$ cat src/rtl/numarator_pkg.sv
// Shared constants, operation encoding and helpers for the modulo-N counter family.
package numarator_pkg;

  localparam int WIDTH_DEF  = 6;
  localparam int MODULO_DEF = 60;
  localparam int DIV_DEF    = 1;

  // Per-edge action chosen for the count register (reset is handled separately
  // because it overrides everything in the register process).
  typedef enum logic [2:0] {
    OP_HOLD    = 3'd0,
    OP_LOAD    = 3'd1,
    OP_PAUSE   = 3'd2,
    OP_STEP_UP = 3'd3,
    OP_STEP_DN = 3'd4
  } op_e;

  // Width of a counter that must hold 0..n-1, never narrower than one bit.
  function automatic int clog2_min1(input int n);
    int w;
    w = $clog2(n);
    return (w < 1) ? 1 : w;
  endfunction

endpackage

$ cat src/rtl/divizor_tick.sv
// Prescaler: emits a one-cycle tick every DIV enabled clocks.
// clr restarts the phase; en=0 freezes it; reset overrides both.
module divizor_tick
  import numarator_pkg::*;
#(
  parameter int DIV = DIV_DEF
) (
  input  logic clk_out_led,
  input  logic reset,
  input  logic clr,
  input  logic en,
  output logic tick
);

  localparam int            PW   = clog2_min1(DIV);
  localparam logic [PW-1:0] LAST = PW'(DIV - 1);

  generate
    if (DIV < 1) begin : g_bad_div
      $error("divizor_tick: DIV must be >= 1");
    end
  endgenerate

  logic [PW-1:0] pcnt;

  // Tick on the last phase of an enabled, non-cleared, non-reset edge.
  always_comb begin
    tick = 1'b0;
    if (!reset && !clr && en && (pcnt == LAST)) begin
      tick = 1'b1;
    end
  end

  // Phase counter: restart on reset/clear, hold when disabled, wrap on tick.
  always_ff @(posedge clk_out_led) begin
    if (reset || clr) begin
      pcnt <= '0;
    end else if (en) begin
      if (tick) begin
        pcnt <= '0;
      end else begin
        pcnt <= pcnt + PW'(1);
      end
    end
  end

endmodule

$ cat src/rtl/numarator_mod.sv
// Parametrised modulo-N up/down counter with prescaler, parallel load and
// separate one-cycle wrap flags (carry on up-wrap, borrow on down-wrap).
module numarator_mod
  import numarator_pkg::*;
#(
  parameter int WIDTH  = WIDTH_DEF,
  parameter int MODULO = MODULO_DEF,
  parameter int DIV    = DIV_DEF
) (
  input  logic             clk_out_led,
  input  logic             reset,
  input  logic             pause,
  input  logic             up_down,
  input  logic             load,
  input  logic [WIDTH-1:0] load_value,
  output logic [WIDTH-1:0] valoare_bin,
  output logic             carry_out,
  output logic             borrow_out
);

  // Top count value and the modulus in one extra bit so MODULO == 2**WIDTH fits.
  localparam logic [WIDTH-1:0] MAX_V = WIDTH'(MODULO - 1);
  localparam logic [WIDTH:0]   MOD_X = (WIDTH + 1)'(MODULO);

  generate
    if ((MODULO < 2) || (MODULO > (1 << WIDTH))) begin : g_bad_modulo
      $error("numarator_mod: MODULO must satisfy 2 <= MODULO <= 2**WIDTH");
    end
    if (DIV < 1) begin : g_bad_div
      $error("numarator_mod: DIV must be >= 1");
    end
  endgenerate

  logic             step;
  logic             run_en;
  op_e              op;
  logic [WIDTH-1:0] val_n;
  logic             carry_n;
  logic             borrow_n;
  logic [WIDTH-1:0] load_sat;

  assign run_en = !pause;

  divizor_tick #(
    .DIV(DIV)
  ) u_div (
    .clk_out_led(clk_out_led),
    .reset      (reset),
    .clr        (load),
    .en         (run_en),
    .tick       (step)
  );

  // Out-of-range load values saturate to the top of the count range.
  always_comb begin
    load_sat = MAX_V;
    if ({1'b0, load_value} < MOD_X) begin
      load_sat = load_value;
    end
  end

  // Select this edge's action: load beats pause, pause beats step.
  always_comb begin
    op = OP_HOLD;
    if (load) begin
      op = OP_LOAD;
    end else if (pause) begin
      op = OP_PAUSE;
    end else if (step) begin
      op = up_down ? OP_STEP_UP : OP_STEP_DN;
    end
  end

  // Next count and flags; flags default low so each pulse lasts one clock.
  always_comb begin
    val_n    = valoare_bin;
    carry_n  = 1'b0;
    borrow_n = 1'b0;
    case (op)
      OP_LOAD: begin
        val_n = load_sat;
      end
      OP_STEP_UP: begin
        if (valoare_bin == MAX_V) begin
          val_n   = '0;
          carry_n = 1'b1;
        end else begin
          val_n = valoare_bin + WIDTH'(1);
        end
      end
      OP_STEP_DN: begin
        if (valoare_bin == '0) begin
          val_n    = MAX_V;
          borrow_n = 1'b1;
        end else begin
          val_n = valoare_bin - WIDTH'(1);
        end
      end
      default: begin
        val_n = valoare_bin;
      end
    endcase
  end

  // Count and flag registers; reset overrides every other input.
  always_ff @(posedge clk_out_led) begin
    if (reset) begin
      valoare_bin <= '0;
      carry_out   <= 1'b0;
      borrow_out  <= 1'b0;
    end else begin
      valoare_bin <= val_n;
      carry_out   <= carry_n;
      borrow_out  <= borrow_n;
    end
  end

endmodule

$ cat config.mk
export PLATFORM = sky130hd
export DESIGN_NAME = numarator_mod
export DESIGN_NICKNAME = d
export VERILOG_FILES = /design/src/rtl/numarator_pkg.sv /design/src/rtl/divizor_tick.sv /design/src/rtl/numarator_mod.sv
export SDC_FILE = /design/constraint.sdc
export NUM_CORES = 1
export LEC_CHECK = 0
export ABC_CLOCK_PERIOD_IN_PS = 2400
export CAP_MARGIN = 15
export CORE_MARGIN = 10
export CORE_UTILIZATION = 45
export DETAILED_ROUTE_END_ITERATION = 7
export PLACE_DENSITY_LB_ADDON = 0.15
export SLEW_MARGIN = 20
export SYNTH_ARGS = -nofsm -noshare
export SYNTH_HDL_FRONTEND = slang
export SYNTH_SLANG_ARGS = --single-unit
$ cat constraint.sdc
create_clock -name clk_out_led -period 2.4 [get_ports clk_out_led]
set_input_delay 0.48 -clock clk_out_led [delete_from_list [all_inputs] [get_ports clk_out_led]]
set_output_delay 0.48 -clock clk_out_led [all_outputs]
set_load 0.03 [all_outputs]
==> flow_summary.yaml <==
run_status:
  run_status: "complete, no violations"
setup_path:
  cp_data_arrival_time_ns: 1.55
  cp_max_fo: 12
  slowest_stage: "clkdlybuf4s50_1"
  cp_data_required_time_ns: 1.92
  reg2reg_depth: 6
  critical_path.top_delay_family: "buffers and inverters"
  r2r-start: "valoare_bin[0]$_SDFFE_PP0P_"
  r2r_slack_ns: 0.71
  rr_endpoint: "valoare_bin[4]$_SDFFE_PP0P_"
  cpPeakStageDelay_ns: 0.75
  critPathBufInv: 1
  critPathCaptureType: "output port"
  critical_path_class: "flop to output port"
  startpoint_type: "flop"
  crit_chain: "clkdlybuf4s50_1"
die:
  die-area_mm2: 0.00332
  die_w_um: 57.6
  start_util_pct: 48.2
  ios: 19
  die-height_um: 57.6
  rows: 13
  core_area_mm2: 0.00132
route:
  drt-total-wl_mm: 1.71
  via_per_inst: 5.90
  drt-initial-drc-count: 14
  dr.pass1.iters: 4
  wl_per_cell_um: 14.1
  via_count: 714
  drc: 0
  final_antenna_net_count: 0
sta:
  report.final.hold_viol_count: 0
  grt_setup_unrepaired: "false"
  period_share_pct: 84.6
  whs_ns: 0.478
  max_freq_mhz: 492
  slew_violations: 0
  setup_viol: 0
  tightest_slew_ns: 0.411
  slew_headroom_pct: 72.4
  skew_ns: 0.00511
  period_minus_slack_ns: 2.03
  final.setup.tns_ns: 0
clock_tree:
  cts_setup_buffers: 0
  cts_hold_buf: 0
  cts_resized: 0
  insertion_delay_ns: 0.26
  clockBufferDepth: 2
  cts_inserted_buffers: 3
  root_buffer: "clkbuf_4"
  clk_pin_slew_ns: 0.06
  cts_sinks: 9
  cts_tree: "built"
  ctsHtreeMaxLevel: 1
finish:
  areaGrowthSynthToFinish_pct: 36.8
  drive_gt1_share_pct: 7.55
  final_design_area_no_fill_um2: 870
  antennaDiodeCount: 0
  nNetsFinal: 120
pwr:
  max-vdd-ir-drop_uv: 359
  p_per_area_mw_per_mm2: 492
  power_uw: 428
  p_leak_uw: 0.000335
synthesis:
  synth_enable_flop_cells: 0
  synthArstFlopShare_pct: 0
  synthFlopType: "dfxtp_1"
  synth_warnings: 0
  synth_cell_type_count: 35
  syn_avg_cell_area_um2: 7.48
  synth.largest_area_cell: "dfxtp_1"
  synthCells: 85
  synth.net_count: 98
  synth_top_area_share_pct: 28.3
  synth_area_um2: 636
  ys_seq_area_share_pct: 28.3
  ys_ff_latch: 9
  ys_top_cells_by_area: "dfxtp_1 28%, nor2_1 5.3%, a21oi_1 4.7%"
flow_run:
  cap_violations: 0
hold_path:
  hold-path-cell-count: 2
  hp-class: "flop to flop"
  min_to: "u_div.pcnt$_SDFFE_PP0N_"
  hold_start: "u_div.pcnt$_SDFFE_PP0N_"
grt:
  grt_pass1_wl_mm: 2.84
  grt_pass1_vias: 652
  grt_usage_pct: 10.3
  antenna_found_initial: 0
  grt.overflow.total: 0
  grt_max_degree: 13
placement:
  io_buffers: 18
  place.gp.congestion: 0.796
  placed_cell_area_um2: 843
  place_hpwl_mm: 1.39
-- registers in the layout (all words and copies together) (netlist names) --
signal / flops
carry_out: 1
u_div.pcnt: 1
valoare_bin: 6
borrow_out: 1
-- cells by family after synthesis --
| family | share of synthesized area (%) |
|---|---|
| compound gates | 28.7 |
| xor+xnor | 4.13 |
| fa+ha+maj | 3.94 |
| buf+inv | 8.07 |
| flops | 28.3 |
| simple gates | 26.8 |
-- report_power, final --
| part | internal (µW) | leakage, µW | switching, µW |
|---|---|---|---|
| registers | 159 | 0.0000742 | 20.7 |
| clock network | 64.1 | 0.0000150 | 53.8 |
| logic | 65.1 | 0.000245 | 65.6 |
| total | 288 | 0.000335 | 140 |
-- worst max-delay path by stage --
stage,end,cells after the start,start
global placement,valoare_bin[5]$_SDFFE_PP0P_,5,pause
floorplan,valoare_bin[2]$_SDFFE_PP0P_,6,valoare_bin[0]$_SDFFE_PP0P_
finish,valoare_bin[2],1,valoare_bin[2]$_SDFFE_PP0P_
global route,valoare_bin[2],1,valoare_bin[2]$_SDFFE_PP0P_
detailed placement,valoare_bin[5]$_SDFFE_PP0P_,5,pause
CTS,valoare_bin[3],1,valoare_bin[3]$_SDFFE_PP0P_
-- per-layer routing --
| metal | up-vias | global-route usage (%) | share of wire (%) |
|---|---|---|---|
| li1 | 353 | - | - |
| met1 | 323 | 11.6 | 42 |
| met2 | 36 | 17.2 | 49 |
| met3 | 2 | 5.09 | 9.0 |
| met4 | 0 | 2.01 | 0.23 |
| met5 | - | 0 | 0 |
-- area by class of cell --
type | count | area (µm²)
clock buffer | 4 | 26.3
inverter | 8 | 30.0
multi-input combinational | 63 | 404
timing repair buffer | 22 | 210
fill | 121 | 448
sequential | 9 | 180
tap | 15 | 18.8
-- per-stage QoR --
step,setup WS (ns),instances,util (%)
global placement,0.277,117,64.0
detailed placement,0.187,117,64.0
floorplan,0.684,85,-
global route,0.291,121,66.0
finish,0.369,121,66.0
CTS,0.374,121,66.0
-- synthesized netlist by cell type (2+ instances only) --
cell      count
dfxtp_1       9
nor2_1        9
inv_1         8
a21oi_1       6
nand3_1       5
o21ai_0       5
nor3_1        4
clkbuf_1      3
nand2_1       3
ha_1          2
nor3b_1       2
nor4_1        2
o21a_1        2
o221ai_1      2
o31ai_1       2
xnor2_1       2
-- cell usage in the layout, fill, tap and decap left out, drive strengths merged --
master,instances
inv,8
o221ai,2
o211a,1
clkbuf,4
a41o,1
nand3,5
o2111ai,1
or4b,1
or3,1
o211ai,1
buf,4
xor2,1
o31ai,2
xnor2,2
nand4,1
a21boi,1
o21ai,5
o21a,2
a21bo,1
nor3,4
dfxtp,9
and3,1
nor2,9
or4,1
and4b,1
clkdlybuf4s50,18
a211oi,2
a21oi,6
nor4,2
and2,1
a31oi,1
ha,2
nand2,3
nor3b,2
Power figures use the tool's default switching activity.
